`src/rtl/instr_enc_pkg.sv`:
```
// Shared constants, FSM encoding and the micro-op to MIPS word encoder for instr_encoder.
package instr_enc_pkg;

  typedef enum logic [3:0] {
    OP_ADD       = 4'd0,
    OP_SUB       = 4'd1,
    OP_AND       = 4'd2,
    OP_OR        = 4'd3,
    OP_SLT       = 4'd4,
    OP_LW        = 4'd5,
    OP_SW        = 4'd6,
    OP_BEQ       = 4'd7,
    OP_ADDI      = 4'd8,
    OP_JAL       = 4'd9,
    OP_JR        = 4'd10,
    OP_ADDU_QB   = 4'd11,
    OP_ADDU_S_QB = 4'd12
  } op_e;

  localparam logic [5:0] OPC_RTYPE    = 6'b000000;
  localparam logic [5:0] OPC_LW       = 6'b100011;
  localparam logic [5:0] OPC_SW       = 6'b101011;
  localparam logic [5:0] OPC_BEQ      = 6'b000100;
  localparam logic [5:0] OPC_ADDI     = 6'b001000;
  localparam logic [5:0] OPC_JAL      = 6'b000011;
  localparam logic [5:0] OPC_JR       = 6'b000111;
  localparam logic [5:0] OPC_SPECIAL3 = 6'b011111;

  localparam logic [5:0] FN_ADD     = 6'b100000;
  localparam logic [5:0] FN_SUB     = 6'b100010;
  localparam logic [5:0] FN_AND     = 6'b100100;
  localparam logic [5:0] FN_OR      = 6'b100101;
  localparam logic [5:0] FN_SLT     = 6'b101010;
  localparam logic [5:0] FN_ADDU_QB = 6'b010000;

  localparam logic [4:0] SHAMT_ADDU_S_QB = 5'b01000;

  typedef enum logic [1:0] {
    ST_IDLE  = 2'd0,
    ST_RUN   = 2'd1,
    ST_DRAIN = 2'd2
  } state_e;

  function automatic logic op_legal(input logic [3:0] op);
    return (op <= OP_ADDU_S_QB);
  endfunction

  function automatic logic [31:0] enc_word(
    input logic [3:0]  op,
    input logic [4:0]  rs,
    input logic [4:0]  rt,
    input logic [4:0]  rd,
    input logic [15:0] imm,
    input logic [25:0] target
  );
    logic [31:0] w;
    w = '0;
    case (op)
      OP_ADD:       w = {OPC_RTYPE, rs, rt, rd, 5'd0, FN_ADD};
      OP_SUB:       w = {OPC_RTYPE, rs, rt, rd, 5'd0, FN_SUB};
      OP_AND:       w = {OPC_RTYPE, rs, rt, rd, 5'd0, FN_AND};
      OP_OR:        w = {OPC_RTYPE, rs, rt, rd, 5'd0, FN_OR};
      OP_SLT:       w = {OPC_RTYPE, rs, rt, rd, 5'd0, FN_SLT};
      OP_LW:        w = {OPC_LW, rs, rt, imm};
      OP_SW:        w = {OPC_SW, rs, rt, imm};
      OP_BEQ:       w = {OPC_BEQ, rs, rt, imm};
      OP_ADDI:      w = {OPC_ADDI, rs, rt, imm};
      OP_JAL:       w = {OPC_JAL, target};
      OP_JR:        w = {OPC_JR, rs, 21'd0};
      OP_ADDU_QB:   w = {OPC_SPECIAL3, rs, rt, rd, 5'd0, FN_ADDU_QB};
      OP_ADDU_S_QB: w = {OPC_SPECIAL3, rs, rt, rd, SHAMT_ADDU_S_QB, FN_ADDU_QB};
      default:      w = '0;
    endcase
    return w;
  endfunction

endpackage

```
`src/rtl/instr_enc_fifo.sv`:
```
// Synchronous FIFO of {addr, instr}; the head output keeps the last popped word while empty.
module instr_enc_fifo #(
  parameter int FIFO_DEPTH = 4,
  parameter int WIDTH      = 42,
  localparam int PTR_W     = $clog2(FIFO_DEPTH)
) (
  input  logic             clk,
  input  logic             rst_n,
  input  logic             i_push,
  input  logic [WIDTH-1:0] i_data,
  input  logic             i_pop,
  output logic [WIDTH-1:0] o_data,
  output logic             o_full,
  output logic             o_empty,
  output logic [PTR_W:0]   o_count
);

  logic [WIDTH-1:0] r_mem [FIFO_DEPTH];
  logic [PTR_W-1:0] r_wr_ptr;
  logic [PTR_W-1:0] r_rd_ptr;
  logic [PTR_W:0]   r_count;
  logic [WIDTH-1:0] r_hold;
  logic             w_do_push;
  logic             w_do_pop;

  assign o_full    = (r_count == (PTR_W+1)'(FIFO_DEPTH));
  assign o_empty   = (r_count == '0);
  assign o_count   = r_count;
  assign w_do_push = i_push && !o_full;
  assign w_do_pop  = i_pop && !o_empty;
  assign o_data    = o_empty ? r_hold : r_mem[r_rd_ptr];

  // Storage is not reset: an entry is only ever observed after being written.
  always_ff @(posedge clk) begin
    if (w_do_push) r_mem[r_wr_ptr] <= i_data;
  end

  always_ff @(posedge clk or negedge rst_n) begin
    if (!rst_n) begin
      r_wr_ptr <= '0;
      r_rd_ptr <= '0;
      r_count  <= '0;
      r_hold   <= '0;
    end else begin
      if (w_do_push) r_wr_ptr <= r_wr_ptr + PTR_W'(1);
      if (w_do_pop) begin
        r_rd_ptr <= r_rd_ptr + PTR_W'(1);
        r_hold   <= r_mem[r_rd_ptr];
      end
      case ({w_do_push, w_do_pop})
        2'b10:   r_count <= r_count + (PTR_W+1)'(1);
        2'b01:   r_count <= r_count - (PTR_W+1)'(1);
        default: r_count <= r_count;
      endcase
    end
  end

endmodule

```
`src/rtl/instr_encoder.sv`:
```
// Encodes micro-ops into MIPS words, buffers them with word addresses, frames bursts.
// Optional ENC_ILLEGAL_NOP_EN: illegal ops emit a NOP and advance the address.
module instr_encoder
  import instr_enc_pkg::*;
#(
  parameter int FIFO_DEPTH = 4,
  parameter int ADDR_W     = 10
) (
  input  logic              clk,
  input  logic              rst_n,
  input  logic              start,
  input  logic [ADDR_W-1:0] base_addr,
  input  logic              in_valid,
  output logic              in_ready,
  input  logic              in_last,
  input  logic [3:0]        in_op,
  input  logic [4:0]        in_rs,
  input  logic [4:0]        in_rt,
  input  logic [4:0]        in_rd,
  input  logic [15:0]       in_imm,
  input  logic [25:0]       in_target,
  output logic              out_valid,
  input  logic              out_ready,
  output logic [31:0]       out_instr,
  output logic [ADDR_W-1:0] out_addr,
  output logic              busy,
  output logic              done,
  output logic              err
);

  localparam int PTR_W = $clog2(FIFO_DEPTH);
  localparam int DW    = ADDR_W + 32;

  state_e            r_state;
  state_e            w_state_nxt;
  logic              r_done;
  logic              w_done_nxt;
  logic              r_err;
  logic [ADDR_W-1:0] r_addr;

  logic              w_hs;
  logic              w_legal;
  logic              w_push;
  logic              w_pop;
  logic [31:0]       w_enc;
  logic [31:0]       w_word;
  logic              w_full;
  logic              w_empty;
  logic [PTR_W:0]    w_count;
  logic [DW-1:0]     w_head;
  logic              w_start_ok;

  assign w_enc      = enc_word(in_op, in_rs, in_rt, in_rd, in_imm, in_target);
  assign w_legal    = op_legal(in_op);
  assign in_ready   = (r_state == ST_RUN) && !w_full;
  assign w_hs       = in_valid && in_ready;
  assign w_pop      = !w_empty && out_ready;
  assign w_start_ok = (r_state == ST_IDLE) && start;

`ifdef ENC_ILLEGAL_NOP_EN
  assign w_push = w_hs;
  assign w_word = w_legal ? w_enc : 32'h0000_0000;
`else
  assign w_push = w_hs && w_legal;
  assign w_word = w_enc;
`endif

  instr_enc_fifo #(
    .FIFO_DEPTH (FIFO_DEPTH),
    .WIDTH      (DW)
  ) u_fifo (
    .clk     (clk),
    .rst_n   (rst_n),
    .i_push  (w_push),
    .i_data  ({r_addr, w_word}),
    .i_pop   (w_pop),
    .o_data  (w_head),
    .o_full  (w_full),
    .o_empty (w_empty),
    .o_count (w_count)
  );

  assign out_valid = !w_empty;
  assign out_addr  = w_head[DW-1:32];
  assign out_instr = w_head[31:0];
  assign busy      = (r_state != ST_IDLE);
  assign done      = r_done;
  assign err       = r_err;

  always_ff @(posedge clk or negedge rst_n) begin
    if (!rst_n) begin
      r_state <= ST_IDLE;
      r_done  <= 1'b0;
    end else begin
      r_state <= w_state_nxt;
      r_done  <= w_done_nxt;
    end
  end

  // DRAIN exits when the FIFO is empty now or the pending pop takes the final entry.
  always_comb begin
    w_state_nxt = r_state;
    w_done_nxt  = 1'b0;
    case (r_state)
      ST_IDLE:  if (start) w_state_nxt = ST_RUN;
      ST_RUN:   if (w_hs && in_last) w_state_nxt = ST_DRAIN;
      ST_DRAIN: begin
        if (w_empty || (w_pop && (w_count == (PTR_W+1)'(1)))) begin
          w_state_nxt = ST_IDLE;
          w_done_nxt  = 1'b1;
        end
      end
      default:  w_state_nxt = ST_IDLE;
    endcase
  end

  always_ff @(posedge clk or negedge rst_n) begin
    if (!rst_n) begin
      r_addr <= '0;
      r_err  <= 1'b0;
    end else begin
      if (w_start_ok)  r_addr <= base_addr;
      else if (w_push) r_addr <= r_addr + ADDR_W'(1);
      if (w_start_ok)              r_err <= 1'b0;
      else if (w_hs && !w_legal)   r_err <= 1'b1;
    end
  end

endmodule

```
`config.mk`:
```
export PLATFORM = sky130hd
export DESIGN_NAME = instr_encoder
export DESIGN_NICKNAME = d
export VERILOG_FILES = /design/src/rtl/instr_enc_pkg.sv /design/src/rtl/instr_enc_fifo.sv /design/src/rtl/instr_encoder.sv
export SDC_FILE = /design/constraint.sdc
export NUM_CORES = 1
export LEC_CHECK = 0
export CORE_MARGIN = 8
export CORE_UTILIZATION = 55
export CTS_CLUSTER_SIZE = 20
export DETAILED_ROUTE_END_ITERATION = 10
export PLACE_DENSITY = 0.75
export SYNTH_ARGS = -nofsm -noshare
export SYNTH_HDL_FRONTEND = slang
export SYNTH_SLANG_ARGS = --single-unit
```
`constraint.sdc`:
```
create_clock -name clk -period 3.7 [get_ports clk]
set_input_delay 0.555 -clock clk [delete_from_list [all_inputs] [get_ports clk]]
set_output_delay 0.555 -clock clk [all_outputs]
set_load 0.005 [all_outputs]
```
==> key figures <==
Status
  – Status: finished, final reports clean

Clock network
  – Worst-path clk slew: 0.06 ns
  – Post-CTS Setup Bufs: 0
  – Root Buffer: clkbuf_16
  – CTS tree: done
  – Clk sinks: 226
  – # resized after CTS: 0
  – # hold bufs at CTS: 0
  – Clk buf depth: 3
  – Worst skew pair latency: 0.49 ns
  – TritonCTS Buffers: 23
  – H-tree Lvls: 1

Routing
  – Routed Antenna Nets: 0
  – Routed wire per std cell: 22.25 um
  – Iteration-0 DRC Markers: 451
  – DRT Pass-1 Iters: 5
  – Avg Vias per Cell: 5.978
  – Via count: 5691
  – DR DRC count: 0
  – Drt total wl: 21.19 mm

Flow run
  – Max capacitance violation total: 0

Layout
  – Share of layout cells above drive strength 1: 0.2628
  – Area Growth Syn to Fin: 22.72%
  – ANT cells: 0
  – Area of the multi-input gates: 3080 um^2
  – Nets: 794
  – Register area: 6479 um^2
  – FILL cells: 1160

Die
  – Core area: 17720 um^2
  – IO Count: 124
  – Die Y: 149.6 um
  – Cell Rows: 49
  – Starting density of the core: 0.5541
  – Die footprint: 22380 um^2
  – Die width: 149.6 um

Global routing
  – Total GRT Usage: 0.1905
  – Largest net degree at the start of global routing: 45
  – Initial antenna violation count: 0
  – First-pass GRT wire length: 33.04 mm
  – Number of global-route vias before repair: 6057
  – GR Overflow Total: 0

STA
  – Final worst-path cycle share: 0.9191
  – Max_slew headroom: 0.2268
  – Worst Skew: 0.01680 ns
  – Max Fclk: 294.1 MHz
  – Fin Setup TNS: 0 ns
  – Final setup violation count: 0
  – Min cycle time layout: 3.401 ns
  – Unrepaired setup endpoints after global routing: no
  – Min Hold Slack: 0.2920 ns
  – Fin. max-slew vios: 0
  – Slew of the pin with the lowest slew margin: 1.160 ns
  – Final Hold Viols: 0

Placed design
  – Detailed Place HPWL: 13.93 mm
  – RePlAce Congestion: 0.8019
  – Input/output buffers: 123

Worst hold path
  – Hold Path Class: input pin to async pin

Synthesis
  – Top cells by count, synth: edfxtp_1 (164), mux2_2 (83), dfrtp_1 (62)
  – Seq cells post-synth: 226
  – Synth warn: 0
  – Avg Cell Area, Syn: 16.78 um^2
  – Count leader, synth: edfxtp_1
  – EDFF count, synth: 164
  – Synth area leader: edfxtp_1
  – Ys async rst share: 0.2743
  – Mapped Cells: 585
  – Largest cells by area after synthesis: edfxtp_1 (50%), dfrtp_1 (16%), mux2_2 (9.5%), mux4_2 (9.4%), ha_1 (1.3%)
  – Seq/Total Area, Yosys: 0.6596
  – Ys flop type: edfxtp_1
  – Net Count, Synth: 672
  – Top cell type's share of synthesized area: 0.5016
  – Cell Area, Synth: 9818 um^2
  – Synth cell types: 49

Power
  – Leakage: 0.004288 uW
  – Pwr dens: 792.5 nW/um^2
  – Final Power: 9549 uW
  – VDD IR-drop max: 0.5082 mV

Worst setup path
  – CP Launch Type: flop
  – Worst Path Max Fanout: 25
  – Setup CP Type: flop to output port
  – Critical Path AT: 2.85 ns
  – Worst path max stage delay: 0.46 ns
  – CP cell instances: inv_1 > ha_1 > nand2b_2 > buf_12 > mux2_2 > clkdlybuf4s50_1
  – CP max-delay cell: clkdlybuf4s50_1
  – Critical Path Sink Type: output port
  – Worst Path Required: 3.14 ns
-- worst max-delay path: cells and delay by family (launching register included) --
kind	cells	cell delay, ns
flops	1	0.41
buf+inv	3	0.83
mux	1	0.39
simple gates	1	0.43
fa+ha+maj	1	0.26
-- registers in the layout, indices dropped and copies added (netlist names) --
| register | cells |
|---|---|
| err | 1 |
| u_fifo.r_mem | 164 |
| u_fifo.r_rd_ptr | 2 |
| r_state | 2 |
| r_addr | 10 |
| u_fifo.o_count | 3 |
| u_fifo.r_hold | 41 |
| u_fifo.r_wr_ptr | 2 |
| done | 1 |
-- routing by layer --
metal / up-vias / part of all wire / track usage
met5: - / 0 / 0
met4: 0 / 0.019 / 0.05149
met3: 29 / 0.070 / 0.03477
met2: 207 / 0.50 / 0.3232
met1: 2926 / 0.41 / 0.2478
li1: 2529 / - / -
-- placed cells by master, fill, tap and decap left out, types with 5 or more instances in the layout --
cell / n
xnor2_1: 5
mux4_2: 41
a21oi_1: 11
clkbuf_16: 23
nor2_1: 18
a22o_1: 9
dfrtp_1: 60
or3_1: 5
o21ai_0: 18
buf_4: 5
ha_1: 10
inv_1: 13
edfxtp_1: 164
nor2b_1: 5
nand2_1: 23
a222oi_1: 5
clkdlybuf4s50_1: 122
buf_12: 7
a22oi_1: 5
nand3_1: 7
clkinv_2: 8
mux2_2: 83
a31oi_1: 9
-- metrics by stage --
step	setup slack [ns]	utilization	std cells	area, um^2
floorplan	1.105	-	585	9818
finish	0.2993	0.6800	952	12050
CTS	0.2590	0.6800	952	12050
global placement	0.7723	0.6379	911	11300
global route	0.1532	0.6800	952	12050
detailed placement	0.7027	0.6379	911	11300
-- power by group --
group | switching [uW] | leakage, uW | total, uW | internal, uW
Combinational | 1400 | 0.00170 | 3470 | 2070
Sequential | 398 | 0.00223 | 3810 | 3410
Clock | 928 | 0.000367 | 2270 | 1340
-- cells by family after synthesis --
group	synth area share
fa+ha+maj	0.01274
mux	0.1945
flops	0.6596
simple gates	0.04371
xor+xnor	0.008028
buf+inv	0.02753
compound gates	0.05391
-- layout make-up --
| type | count | area share |
|---|---|---|
| flip-flops and latches | 226 | 0.5377 |
| multi-input cells | 307 | 0.2557 |
| repair buffers | 135 | 0.1165 |
| clock buffers | 28 | 0.05182 |
| well taps | 229 | 0.02378 |
| clock inverters | 13 | 0.01018 |
| inverters | 14 | 0.004361 |
-- worst paths after layout --
kind / start / end / slack (ns) / depth (start not counted)
setup reg to reg: u_fifo.o_count[0] / u_fifo.r_hold[10] / 0.84 / 6
max in group asynchronous: rst_n / r_addr[4] / 2.51 / 2
hold / removal: rst_n / u_fifo.r_hold[18] / 0.29 / 1
min in group clk: r_state[1] / r_state[0] / 0.49 / 1
hold reg to reg: r_state[1] / r_state[0] / 0.49 / 1
setup / recovery: u_fifo.o_count[0] / out_instr[3] / 0.30 / 6
Power figures use the tool's default switching activity.
